--- config.mk ---
export PLATFORM = sky130hd
export DESIGN_NAME = rs232_tx_scheduler
export DESIGN_NICKNAME = d
export VERILOG_FILES = /design/src/rtl/rs232_pkg.sv /design/src/rtl/rr_arbiter.sv /design/src/rtl/rs232_tx_scheduler.sv
export SDC_FILE = /design/constraint.sdc
export NUM_CORES = 1
export LEC_CHECK = 0
export CAP_MARGIN = 30
export CORE_MARGIN = 2
export CORE_UTILIZATION = 50
export CTS_BUF_LIST = sky130_fd_sc_hd__clkbuf_8
export CTS_CLUSTER_DIAMETER = 80
export DETAILED_ROUTE_END_ITERATION = 10
export DONT_BUFFER_PORTS = 1
export PLACE_DENSITY = 0.79
export SLEW_MARGIN = 5
export SYNTH_ARGS = -nofsm -noshare
export SYNTH_HDL_FRONTEND = slang
export SYNTH_HIERARCHICAL = 1
export SYNTH_SLANG_ARGS = --single-unit
--- constraint.sdc ---
create_clock -name clk -period 3.28 [get_ports clk]
set_clock_uncertainty 0.1 [all_clocks]
set_input_delay 0.492 -clock clk [delete_from_list [all_inputs] [get_ports clk]]
set_output_delay 0.492 -clock clk [all_outputs]
set_load 0.02 [all_outputs]
--- src/rtl/rs232_pkg.sv ---
// Shared types and constants for the RS-232 transmit scheduler.
package rs232_pkg;

  // Scheduler phases: no byte held / byte offered / transmitter busy with it
  typedef enum logic [1:0] {
    ST_IDLE = 2'd0,
    ST_SEND = 2'd1,
    ST_WAIT = 2'd2
  } tx_state_e;

  localparam int unsigned DATA_W_DEF = 8;

  // Supported requester count range for the round-robin picker
  localparam int unsigned RR_MIN_REQ = 2;
  localparam int unsigned RR_MAX_REQ = 8;

  // Index width for a round-robin picker over n requesters (at least 1 bit)
  function automatic int unsigned rr_idx_w(input int unsigned n);
    return (n < 2) ? 1 : $clog2(n);
  endfunction

endpackage

--- src/rtl/rr_arbiter.sv ---
// Combinational round-robin picker: searches upward from ptr+1 with wrap.
module rr_arbiter
  import rs232_pkg::*;
#(
  parameter int unsigned NUM_REQ = 4,
  parameter int unsigned IDX_W   = rr_idx_w(NUM_REQ)
) (
  input  logic [NUM_REQ-1:0] req,
  input  logic [IDX_W-1:0]   ptr,
  output logic [NUM_REQ-1:0] grant,
  output logic [IDX_W-1:0]   grant_idx
);

  logic             found;
  logic [IDX_W-1:0] cand;

  // First requester after ptr (wrapping) wins; the one at ptr itself is checked last
  always_comb begin
    grant     = '0;
    grant_idx = '0;
    found     = 1'b0;
    cand      = '0;
    for (int unsigned k = 1; k <= NUM_REQ; k++) begin
      cand = IDX_W'((32'(ptr) + k) % NUM_REQ);
      if (!found && req[cand]) begin
        found       = 1'b1;
        grant[cand] = 1'b1;
        grant_idx   = cand;
      end
    end
  end

endmodule

--- src/rtl/rs232_tx_scheduler.sv ---
// Round-robin scheduler sharing one RS-232 byte transmitter among NUM_REQ
// byte sources, with bounded per-grant bursts so messages are not interleaved.
module rs232_tx_scheduler
  import rs232_pkg::*;
#(
  parameter int unsigned NUM_REQ   = 4,
  parameter int unsigned DATA_W    = DATA_W_DEF,
  parameter int unsigned MAX_BURST = 16
) (
  input  logic                        clk,
  input  logic                        rst_n,
  input  logic [NUM_REQ-1:0]          req_valid,
  input  logic [NUM_REQ*DATA_W-1:0]   req_data,
  input  logic [NUM_REQ-1:0]          req_last,
  output logic [NUM_REQ-1:0]          req_ready,
  output logic                        tx_valid,
  output logic [DATA_W-1:0]           tx_data,
  input  logic                        tx_ready,
  input  logic                        tx_done,
  output logic [$clog2(NUM_REQ)-1:0]  grant_id,
  output logic                        busy
);

  localparam int unsigned IDX_W = $clog2(NUM_REQ);
  localparam int unsigned CNT_W = $clog2(MAX_BURST + 1);

  tx_state_e          state;
  logic [IDX_W-1:0]   ptr;
  logic [CNT_W-1:0]   burst_cnt;
  logic               hold_last;

  logic [NUM_REQ-1:0] arb_grant;
  logic [IDX_W-1:0]   arb_idx;
  logic [IDX_W-1:0]   sel_idx;
  logic [DATA_W-1:0]  sel_data;
  logic               sel_last;
  logic               cont_ok;
  logic               take_idle;
  logic               take_cont;

  rr_arbiter #(
    .NUM_REQ (NUM_REQ),
    .IDX_W   (IDX_W)
  ) u_arb (
    .req       (req_valid),
    .ptr       (ptr),
    .grant     (arb_grant),
    .grant_idx (arb_idx)
  );

  // Accept decisions: new grant from IDLE, or burst continuation on tx_done
  always_comb begin
    cont_ok   = !hold_last && (burst_cnt < CNT_W'(MAX_BURST)) && req_valid[grant_id];
    take_idle = rst_n && (state == ST_IDLE) && (|req_valid);
    take_cont = rst_n && (state == ST_WAIT) && tx_done && cont_ok;
  end

  // One-hot accept strobe; gated by reset so nothing is taken while in reset
  always_comb begin
    req_ready = '0;
    if (take_idle) begin
      req_ready = arb_grant;
    end else if (take_cont) begin
      req_ready[grant_id] = 1'b1;
    end
  end

  // Select the byte/last flag of the requester being accepted this cycle
  always_comb begin
    sel_idx  = (state == ST_IDLE) ? arb_idx : grant_id;
    sel_data = '0;
    sel_last = 1'b0;
    for (int unsigned i = 0; i < NUM_REQ; i++) begin
      if (IDX_W'(i) == sel_idx) begin
        sel_data = req_data[i*DATA_W +: DATA_W];
        sel_last = req_last[i];
      end
    end
  end

  // Scheduler FSM; tx_data doubles as the byte hold register
  always_ff @(posedge clk or negedge rst_n) begin
    if (!rst_n) begin
      state     <= ST_IDLE;
      ptr       <= IDX_W'(NUM_REQ - 1);
      burst_cnt <= '0;
      hold_last <= 1'b0;
      tx_valid  <= 1'b0;
      tx_data   <= '0;
      grant_id  <= '0;
      busy      <= 1'b0;
    end else begin
      unique case (state)
        ST_IDLE: begin
          if (take_idle) begin
            tx_data   <= sel_data;
            hold_last <= sel_last;
            grant_id  <= arb_idx;
            burst_cnt <= CNT_W'(1);
            tx_valid  <= 1'b1;
            busy      <= 1'b1;
            state     <= ST_SEND;
          end
        end
        ST_SEND: begin
          if (tx_ready) begin
            tx_valid <= 1'b0;
            state    <= ST_WAIT;
          end
        end
        ST_WAIT: begin
          if (tx_done) begin
            if (cont_ok) begin
              tx_data   <= sel_data;
              hold_last <= sel_last;
              burst_cnt <= burst_cnt + 1'b1;
              tx_valid  <= 1'b1;
              state     <= ST_SEND;
            end else begin
              ptr   <= grant_id;
              busy  <= 1'b0;
              state <= ST_IDLE;
            end
          end
        end
        default: begin
          tx_valid <= 1'b0;
          busy     <= 1'b0;
          state    <= ST_IDLE;
        end
      endcase
    end
  end

endmodule
Word-level counts from Yosys, hierarchy flattened

Cells that the tools add are included.

Output and inout bits: 16
Flip-flop bits (word level): 22

Bitwise operators: 5
Reductions and logical operators: 29
Mux-type cells: 67
Add/subtract/negate cells: 5
Magnitude comparators: 11
Equality and inequality tests: 10

Operator list:

| operator                                                                      | number |
|---|---|
| 8-bit two-way mux                                                             | 7 |
| 1-bit two-way mux                                                             | 27 |
| 4-bit two-way mux                                                             | 6 |
| 2-bit two-way mux                                                             | 8 |
| 8-bit one-hot mux with 2 select lines                                         | 1 |
| 1-bit logical AND                                                             | 15 |
| 2-bit by 3-bit less-than comparator with 1-bit output (second input constant) | 5 |
| 5-bit two-way mux                                                             | 3 |
| 4-bit bitwise OR                                                              | 3 |
| 4-bit AND reduction                                                           | 3 |
| 1-bit binary-select mux with 2-bit select                                     | 5 |
| 1-bit demux with 2-bit select                                                 | 5 |
| 2-bit by 1-bit >= comparator with 1-bit output (second input constant)        | 5 |
| 2-bit inequality test (second input constant)                                 | 5 |
| 5-bit one-hot mux with 2 select lines                                         | 1 |
| 1-bit one-hot mux with 3 select lines                                         | 2 |
| 2-bit one-hot mux with 3 select lines                                         | 1 |
| 3-bit AND reduction                                                           | 2 |
| 5-bit by 1-bit adder with 5-bit output (second input constant)                | 1 |
| 5-bit less-than comparator (second input constant)                            | 1 |
| 2-bit by 1-bit adder with 2-bit output (second input constant)                | 2 |
| 2-bit adder (second input constant)                                           | 2 |
| 2-bit equality test (first input constant)                                    | 2 |
| 1-bit zero test                                                               | 4 |
| 9 further kinds                                                               | 11 |

Logic depth before layout (Yosys ltp)

Gate-level depths: netlist of run 1.

Word-level depth: 22
Depth in mapped cells: 12

Modules after synthesis

The synthesis of run 1 kept the hierarchy.

Modules (own cells, without submodules):

| module             | cells an instance | times used | seq. area each (um^2) | area an instance (um^2) |
|---|---|---|---|---|
| rs232_tx_scheduler | 163               | 1          | 553.0                 | 1,487.7 |
| rr_arbiter         | 59                | 1          | 0.0                   | 490.5 |

Least setup slack after synthesis of run 1

No wires, ideal clock.

Path kind: register to register
Start: reg ptr[0]
End: reg hold_last
Path slack: -0.007 ns
Period minus slack after synthesis: 3.287 ns
Cell stages (with the launch flop): 13
Data required time: 3.045 ns
Buffers on the path: 3
Setup time: 0.135 ns
Arrival time: 3.052 ns
Cell sequence: dfstp_2 buf_4 inv_1 ha_1 mux4_2 o21ai_1 a2bb2oi_1 or3b_1 buf_2 clkbuf_1 and3_1 a211oi_1 o31ai_1

Cells in the longest elaborated chain, start to end: 22

RTL lines:

| what                                      | line                      | text |
|---|---|---|
| start: declaration                        | rs232_tx_scheduler.sv:28  | `logic [IDX_W-1:0] ptr;` |
| start signal: assignment                  | rs232_tx_scheduler.sv:85  | `ptr <= IDX_W'(NUM_REQ - 1);` |
| start signal: assignment                  | rs232_tx_scheduler.sv:120 | `ptr <= grant_id;` |
| 2-bit by 1-bit adder with 2-bit output    | rr_arbiter.sv:24          | `cand = IDX_W'((32'(ptr) + k) % NUM_REQ);` |
| 1-bit binary-select mux with 2-bit select | rr_arbiter.sv:25          | `if (!found && req[cand]) begin` |
| 1-bit two-way mux (implied by the code)   | rr_arbiter.sv:25          |  |
| 1-bit two-way mux                         | rr_arbiter.sv:25          |  |
| 1-bit zero test                           | rr_arbiter.sv:25          |  |
| 1-bit logical AND                         | rr_arbiter.sv:25          |  |
| 1-bit two-way mux                         | rr_arbiter.sv:25          |  |
| 1-bit zero test                           | rr_arbiter.sv:25          |  |
| [5 not listed]                            | -                         |  |
| named net arb_idx[0]                      | rs232_tx_scheduler.sv:33  | `logic [IDX_W-1:0] arb_idx;` |
| 2-bit two-way mux (*)                     | rs232_tx_scheduler.sv:70  | `sel_idx = (state == ST_IDLE) ? arb_idx : grant_id;` |
| 2-bit zero test                           | rs232_tx_scheduler.sv:74  | `if (IDX_W'(i) == sel_idx) begin` |
| 1-bit two-way mux (3 in series)           | rs232_tx_scheduler.sv:74  |  |
| 1-bit two-way mux (*)                     | rs232_tx_scheduler.sv:74  |  |
| 1-bit two-way mux                         | rs232_tx_scheduler.sv:113 | `if (cont_ok) begin` |
| 1-bit two-way mux                         | rs232_tx_scheduler.sv:112 | `if (tx_done) begin` |
| 1-bit one-hot mux with 2 select lines (*) | rs232_tx_scheduler.sv:93  | `unique case (state)` |
| end signal: assignment                    | rs232_tx_scheduler.sv:97  | `hold_last <= sel_last;` |
| end signal: assignment                    | rs232_tx_scheduler.sv:115 | `hold_last <= sel_last;` |
| end: declaration                          | rs232_tx_scheduler.sv:30  | `logic hold_last;` |

Mark *: on every way through the listed nets, which the timed path passes. The rest lies on a longest branch. The select of a mux whose other input is x is not followed.
A chain may end at the register's enable or synchronous reset.

Worst setup path after layout of run 1

Start: reg ptr[1]
End: out req_ready[1]

Cells in the longest elaborated chain, start to end: 14

RTL lines:

| what                                                                                           | line                     | text |
|---|---|---|
| branches (longest 12 deep; another with 2-bit by 3-bit less-than comparator with 1-bit output) | -                        |  |
| 4-bit two-way mux (*)                                                                          | rr_arbiter.sv:25         |  |
| named net arb_grant[1]                                                                         | rs232_tx_scheduler.sv:32 | `logic [NUM_REQ-1:0] arb_grant;` |
| 4-bit two-way mux (*)                                                                          | rs232_tx_scheduler.sv:61 | `if (take_idle) begin` |
| end: declaration                                                                               | rs232_tx_scheduler.sv:15 | `output logic [NUM_REQ-1:0] req_ready,` |

Mark *: on every way through the listed nets, which the timed path passes. The select of a mux whose other input is x is not followed.

==> flow_summary.toml, run 1 <==
[worst_setup_path]
required_ps = 2690
crit_path_cell_trace = "inv_1 -> ha_4 -> mux4_2 -> buf_4 -> nand2_1 -> o21ai_1 -> a221o_1 -> a32o_1"
path_buf_inv = 2
worstReg2RegStart = "ptr[0]"
r2r_end = "tx_data[3]"
crit_path_start_kind = "flip-flop"
slowest_delay_ps = 630
endpoint_kind = "output port"
path_max_fanout = 9
worst-path-stages = 8
reg2reg_depth = 9
cp_top_family = "flip-flops"
slowest_stage = "dfstp_2"
r2r_setup_slack_ps = 150
path_class = "flip-flop to output port"
startpoint = "ptr[1]"
arrival_ps = 2580
worstSetupEndpoint = "req_ready[1]"

[final_layout]
area_growth_pct = 7.780
fillCellCount = 348
fin_cells = 270
final_cell_mix = "nand2_1 (21), dfrtp_1 (20), and3_1 (18), o21ai_0 (17), a211oi_1 (16)"
diodes = 0
layout_commonest_cell = "nand2_1"
drive_gt1_frac = 0.1757
final_net_count = 276

[sta]
fin_setup_tns_ps = 0
finalHoldViolCount = 0
worst_slew_pin_slew_ps = 544.8
fmax_ghz = 0.3154
setup_violations = 0
rsz0062_at_grt = "yes"
finalCriticalPeriod_ps = 3170
slew_violations = 0
relSlewSlack = 0.6340
min_period_over_period = 0.9665

[floorplan]
dieArea_sq_um = 4476
ios = 60
core_sq_um = 3744
start_util = 0.5284
row_count = 22
die_w_um = 66.90
die_h_um = 66.90

[placement]
placed_cells = 264
hpwl_mm = 3.824
place.gp.congestion = 0.8970
portBuffers = 0

[synthesis]
synth_cell_types = 58
yosys-mux-area-fraction = 0.05819
syn_area_sq_um = 1978
post_synth_fa_ha_maj_area_fraction = 0.05693
synth_seq_cells = 22
postSynth.asyncResetShare = 1.000
synth_top_family_by_area = "compound AO/OA/AOI/OAI gates"
synth-compound-area-share = 0.3213
synth_simple_gate_area_frac = 0.2290
synth_area_per_cell_sq_um = 8.911
yosysWarnings = 6
seq_area_frac_synth = 0.2796
synthXorXnorAreaFrac = 0
syn_nets = 275
syn_inst = 222
synth_top_flop_cell = "dfrtp_1"
synth-edff-count = 0

[drt]
wire_per_inst_um = 18.91
vias_per_cell = 6.674
dr_total_vias = 1802
routed_wl_mm = 5.105
final_antenna_net_count = 0
drt_iter0_markers = 119
route.detailed.drc = 0
first_pass_iters = 4

[status]
status = "completed"

[power_and_ir_drop]
p_clk_frac = 0.106
p_comb_frac = 0.624
p_int_mw = 1.215
pwr-share-seq = 0.269
switching_power_mw = 1.214
p_leak_nw = 0.8642
swShare = 0.4998
ir_drop_mv = 0.5789
p_per_area_nw_per_um2 = 1139

[cts]
clock_latency_ps = 270
cts.path.max_buffers = 2
root_buffer = "clkbuf_8"
post_cts_buffers = 0
cts_tree = "done"
cts_htree_levels = 1
clk_pin_slew_ps = 80
cts_inserted_buffers = 3
cts.sinks = 22

[grt]
grt_pass1_vias = 1703
grt_max_degree = 23
grt_remaining_overflow = 0
grt_use_total = 0.2392
grt_pass1_wl_mm = 8.204
antenna_found_initial = 0

[flow_run]
drv_cap = 0

[min_path]
hold_path_class = "input pin to flip-flop"
hp-start = "tx_done"
[worst register-to-register path, stage by stage (launching register included)]
cell      delay (ps)
dfstp_2          620
buf_4            220
and3b_1          180
a21oi_1           50
o41ai_2          410
o31a_1           290
or3b_1           400
and2_1           250
a211oi_1         380
o31ai_1          120
[sequential cells by signal, indices dropped and copies added (netlist names)]
signal / cells
tx_valid: 1
burst_cnt: 5
hold_last: 1
ptr: 2
tx_data: 8
state: 2
grant_id: 2
busy: 1
[Yosys cell counts (3+ instances only)]
| cell type | n | area share |
|---|---|---|
| o21ai_0 | 17 | 0.043 |
| a32o_1 | 5 | 0.025 |
| clkbuf_1 | 5 | 0.0095 |
| nand3_1 | 4 | 0.010 |
| nor2_1 | 6 | 0.011 |
| a221o_1 | 5 | 0.025 |
| o21ai_1 | 7 | 0.018 |
| a21oi_1 | 6 | 0.015 |
| mux2_2 | 4 | 0.023 |
| inv_1 | 5 | 0.0095 |
| buf_2 | 3 | 0.0076 |
| ha_1 | 9 | 0.057 |
| a211oi_1 | 16 | 0.061 |
| and3_1 | 18 | 0.057 |
| nand2_1 | 22 | 0.042 |
| nor3_1 | 4 | 0.010 |
| o31ai_1 | 11 | 0.042 |
| dfrtp_1 | 20 | 0.25 |
| nor3b_1 | 3 | 0.011 |
| buf_4 | 4 | 0.015 |
[metal layers]
metal,GRT usage,vias to the layer above,share of wire
met5,0,-,0
met4,0.07398,0,0.014
met3,0.04561,8,0.059
met2,0.3838,50,0.49
met1,0.3246,884,0.43
li1,-,860,-
[worst min-delay path by stage]
stage              endpoint  slack, ps  depth (start not counted)
6_report           state[1]        220                          1
2_1_floorplan  burst_cnt[0]        100                          0
4_1_cts            state[1]        220                          1
3_3_place_gp    grant_id[0]        100                          0
5_1_grt            state[1]        230                          1
3_5_place_dp    grant_id[0]        100                          0
[area by class of cell]
type / instances / area [sq um] / area share
Multi-Input combinational cell: 180 / 1340 / 0.6285
Clock buffer: 3 / 41.29 / 0.01937
Timing Repair Buffer: 10 / 85.08 / 0.03991
Sequential cell: 22 / 553.0 / 0.2594
Clock inverter: 1 / 30.03 / 0.01408
Tap cell: 48 / 60.06 / 0.02817
Inverter: 6 / 22.52 / 0.01056
[per-stage QoR]
| stage | instance area, sq um | power (mW) | util | setup slack [ps] | hold slack [ps] |
|---|---|---|---|---|---|
| 2_1_floorplan | 1991 | 1.814 | - | 60.35 | 96.41 |
| 3_3_place_gp | 2024 | 2.088 | 0.5408 | 68.37 | 96.86 |
| 3_5_place_dp | 2024 | 2.129 | 0.5408 | -123.9 | 96.72 |
| 4_1_cts | 2108 | 2.404 | 0.5632 | 24.40 | 219.2 |
| 5_1_grt | 2132 | 2.630 | 0.5695 | -16.59 | 226.3 |
| 6_report | 2132 | 2.428 | 0.5695 | 109.7 | 224.9 |
[repair_timing]
action | 4_1_cts | 5_1_grt
cloned | 0 | 0
hold endpoints to repair | 22 | 0
endpoints found under the setup margin | 8 | 9
gates resized for setup | 1 | 2
hold buffers | 1 | 0
[power groups by stage]
stage	Clock (mW)	Sequential [mW]	Combinational, mW
2_1_floorplan	0	0.586	1.23
3_3_place_gp	0	0.649	1.44
3_5_place_dp	0	0.660	1.47
4_1_cts	0.264	0.653	1.49
5_1_grt	0.273	0.678	1.68
6_report	0.258	0.654	1.52
[cell families after synthesis]
group                    Yosys count
flip-flops                        22
AO/OA/AOI/OAI                     85
adder cells (fa/ha/maj)            9
buffers and inverters             20
multiplexers                       8
AND/OR/NAND/NOR                   78
No activity file was read; power rests on OpenSTA's default activity.
==> inputs of run 2 (changes only) <==
Settings changed: CORE_ASPECT_RATIO set to 2, SETUP_SLACK_MARGIN set to 0.05.
==> run 2 against run 1 <==
Combinational power increased by 6%. Critical path depth is the same. Final cell count is 3.3% higher. Largest power group unchanged.
==> flow_summary.toml, run 2 (synthesis results as in run 1) <==
[final_layout]
layout_commonest_cell = "nand2_1"
multi_input_area_sq_um = 1343
seqCellArea_sq_um = 553.0
diodes = 0
fin_cells = 279
final_cell_mix = "nand2_1 (22), dfrtp_1 (20), and3_1 (18), o21ai_0 (17), a211oi_1 (15)"
largest_reg_flops = 8
final_net_count = 282
drive_gt1_frac = 0.1974
fillCellCount = 355
area_growth_pct = 10.37
top_register = "tx_data"
top_regs = "tx_data x8, burst_cnt x5"

[worst_setup_path]
path_class = "flip-flop to output port"
arrival_ps = 2480
endpoint_kind = "output port"
crit_path_start_kind = "flip-flop"
required_ps = 2690
path_max_fanout = 9

[cts]
cts_inserted_buffers = 3
clk_pin_slew_ps = 80
cts.sinks = 22
root_buffer = "clkbuf_8"
cts_htree_levels = 1
cts.path.max_buffers = 2
cts_tree = "done"
clock_latency_ps = 260

[power_and_ir_drop]
p_per_area_nw_per_um2 = 1132
p_leak_nw = 0.8957
power_mw = 2.471
ir_drop_mv = 0.8373

[drt]
vias_per_cell = 6.659
route.detailed.drc = 0
routed_wl_mm = 5.062
wire_per_inst_um = 18.14
dr_total_vias = 1858
final_antenna_net_count = 0
drt_iter0_markers = 53
first_pass_iters = 4

[sta]
relSlewSlack = 0.6162
setup_ws_ps = 206.2
fmax_ghz = 0.3253
rsz0062_at_grt = "no"
finalHoldViolCount = 0
setup_violations = 0
fin_setup_tns_ps = 0
worst_slew_pin_slew_ps = 574.4
min_period_over_period = 0.9371
finalCriticalPeriod_ps = 3074
slew_violations = 0

[grt]
grt_remaining_overflow = 0
grt_max_degree = 23
grt_pass1_wl_mm = 8.528
grt_pass1_vias = 1898
grt_use_total = 0.2380
antenna_found_initial = 0

[floorplan]
core_sq_um = 3844
row_count = 32
die_w_um = 48.48
dieArea_sq_um = 4506
start_util = 0.5146
ios = 60
die_h_um = 92.95

[placement]
portBuffers = 0
hpwl_mm = 3.888
pre_cts_ws_ps = 31.83
place.gp.congestion = 0.8578
placed_cells = 271

[flow_run]
drv_cap = 0

[min_path]
hold_path_class = "input pin to flip-flop"

[status]
status = "completed"
-- run 2: routing by layer --
| layer | part of all wire | track usage |
|---|---|---|
| met1 | 0.35 | 0.2202 |
| met2 | 0.59 | 0.5058 |
| met3 | 0.043 | 0.01935 |
| met4 | 0.017 | 0.09524 |
| met5 | 0 | 0 |
-- run 2: worst paths after layout --
kind	depth (start not counted)	startpoint	slack, ps	end
max	8	ptr[0]	210	req_ready[1]
min	1	tx_done	230	state[1]
max reg2reg	10	ptr[0]	240	tx_data[6]
min reg2reg	1	burst_cnt[2]	410	burst_cnt[2]
max in group asynchronous	2	rst_n	2250	ptr[0]
min in group asynchronous	1	rst_n	380	tx_data[7]
-- run 2: metrics by stage --
step | hold slack [ps] | cell area [sq um] | utilization
5_1_grt | 247.3 | 2183 | 0.5680
3_5_place_dp | 96.85 | 2058 | 0.5355
6_report | 232.1 | 2183 | 0.5680
2_1_floorplan | 96.41 | 1991 | -
4_1_cts | 228.6 | 2142 | 0.5573
3_3_place_gp | 96.78 | 2058 | 0.5355
-- run 2: what timing repair did --
item	4_1_cts	5_1_grt
hold buffers	1	0
hold endpoints to repair	22	0
endpoints found under the setup margin	9	13
buffers inserted	0	2
gates resized for setup	1	2
-- run 2: power breakdown --
group          switching (mW)  internal (mW)
clock                  0.0895          0.163
combinational           0.914          0.701
sequential              0.207          0.397
-- run 2: cell type report --
| class | instances | share of cell area |
|---|---|---|
| clock buffers | 3 | 0.01891 |
| inverters | 6 | 0.01032 |
| well taps | 51 | 0.02923 |
| clock inverters | 1 | 0.01375 |
| flip-flops and latches | 22 | 0.2533 |
| multi-input cells | 180 | 0.6149 |
| repair buffers | 16 | 0.05960 |
-- run 2: critical path, cell delays in order, from the launching register on --
cell     delay, ps
dfstp_2        600
inv_1          120
ha_4           320
mux4_2         320
buf_4          180
nand2_1         60
o21ai_1         60
a221o_1        260
a32o_1         290
==> inputs of run 3 (changes only) <==
Settings changed: CORE_UTILIZATION 50 to 44, DONT_BUFFER_PORTS 1 to unset, PLACE_DENSITY 0.79 to 0.9.
==> run 3 against run 2 <==
Die area is 13% higher. Critical path depth is 2 higher. Combinational power is 34% higher. Critical path type is now flip-flop to flip-flop. Count of clock-buffer cells in the layout stayed put. Via count is 20% higher. Clock power is 4% higher. Core utilization is 11 points higher. Sequential share of layout area is 6.6 points lower.
==> flow_summary.toml, run 3 (synthesis results as in run 1) <==
[floorplan]
row_count = 34
dieArea_sq_um = 5080
die_h_um = 98.82
die_w_um = 51.41
start_util = 0.4559
core_sq_um = 4339
ios = 60

[power_and_ir_drop]
ir_drop_mv = 0.9902
power_mw = 2.928
p_per_area_nw_per_um2 = 989.5
p_leak_nw = 1.260

[cts]
cts_inserted_buffers = 3
clk_pin_slew_ps = 90
cts_hold_buf = 0
cts.path.max_buffers = 2
cts_htree_levels = 1
cts.sinks = 22
root_buffer = "clkbuf_8"
clock_latency_ps = 270
cts_tree = "done"

[drt]
drt_iter0_markers = 75
vias_per_cell = 6.101
first_pass_iters = 5
route.detailed.drc = 0
wl_met1_mm = 2.013
final_antenna_net_count = 0
dr.max_layer_used = "met4"
wl_met2_mm = 3.727
wl_met3_um = 295
dr_total_vias = 2227
wire_per_inst_um = 17.62
routed_wl_mm = 6.430

[final_layout]
layout_commonest_cell = "clkdlybuf4s50_1"
fin_cells = 365
utilization = 0.6819
drive_gt1_frac = 0.2476
final_cell_mix = "clkdlybuf4s50_1 (52), buf_4 (40), nand2_1 (22), dfrtp_1 (20), and3_1 (18)"
area_growth_pct = 49.59
final_area_sq_um = 2959
diodes = 0
final_net_count = 365
top_regs = "tx_data x8, burst_cnt x5"
top_register = "tx_data"
largest_reg_flops = 8

[worst_setup_path]
reg2reg_depth = 10
path_max_fanout = 11
arrival_ps = 3160
r2r_end = "tx_data[3]"
required_ps = 3320
r2r_setup_slack_ps = 150
worstReg2RegStart = "ptr[1]"
crit_path_start_kind = "flip-flop"
endpoint_kind = "flip-flop"
path_class = "flip-flop to flip-flop"

[flow_run]
drv_cap = 0

[min_path]
min_path_cells = 1
hold_end = "tx_valid"
hold_path_class = "flip-flop to flip-flop"
hp-start = "tx_valid"

[sta]
min_period_over_period = 0.9538
relSlewSlack = 0.4801
setup_violations = 0
fmax_ghz = 0.3196
finalCriticalPeriod_ps = 3129
slew_violations = 0
worst_slew_pin_slew_ps = 773.9
rsz0062_at_grt = "yes"
hold_ws_ps = 396.1
finalHoldViolCount = 0

[grt]
grt_use_total = 0.2703
grt_remaining_overflow = 0
grt_pass1_vias = 2430
antenna_found_initial = 0
grt_pass1_wl_mm = 10.54
grt_max_degree = 22

[placement]
placed_cells = 358
placed_area_sq_um = 2840
place.gp.congestion = 0.8547
portBuffers = 59
hpwl_mm = 5.093

[status]
status = "completed"
-- run 3: cell type report --
type / count / area [sq um]
flip-flops and latches: 22 / 553.0
clock buffers: 3 / 41.29
well taps: 54 / 67.56
repair buffers: 99 / 874.6
fillers: 349 / 1380
multi-input cells: 180 / 1366
inverters: 6 / 26.28
clock inverters: 1 / 30.03
-- run 3: critical path, stage by stage, from the launching register on --
cell and delay, ps:
dfstp_2 560, clkinvlp_4 110, ha_4 320, mux4_2 380, o21ai_1 200, a2bb2oi_2 180
or3b_1 420, buf_4 190, and3_1 170, a211oi_1 240, o31ai_1 120
-- run 3: how the worst max path moves through the flow --
stage | startpoint | end | slack, ps
4_1_cts | req_valid[3] | req_ready[3] | 60
2_1_floorplan | ptr[0] | hold_last | 60
3_3_place_gp | req_valid[0] | tx_data[1] | -130
6_report | ptr[1] | tx_data[3] | 150
5_1_grt | ptr[1] | tx_data[3] | 40
3_5_place_dp | req_valid[3] | req_ready[0] | -220
-- run 3: repair_timing --
item / CTS / global route
pin swaps: 0 / 0
buffers inserted: 2 / 1
endpoints found under the setup margin: 5 / 13
hold endpoints to repair: 0 / 0
gates resized for setup: 8 / 15
-- run 3: per-stage QoR --
stage,setup slack [ps],setup TNS [ps]
after floorplan,60.35,0
after global placement,-134.7,-1345
after CTS,56.54,0
after global routing,41.33,0
after detailed placement,-215.2,-1998
final,151.5,0
-- run 3: report_power, final --
part | internal [mW] | total [mW] | switching, mW | leakage (nW)
Combinational | 0.998 | 2.16 | 1.16 | 0.957
Clock | 0.163 | 0.261 | 0.0981 | 0.0357
Sequential | 0.398 | 0.507 | 0.109 | 0.268
-- run 3: per-layer routing --
metal | vias up | track usage
li1 | 1041 | -
met1 | 1046 | 0.2314
met2 | 108 | 0.5385
met3 | 32 | 0.02424
met4 | 0 | 0.1781
met5 | - | 0
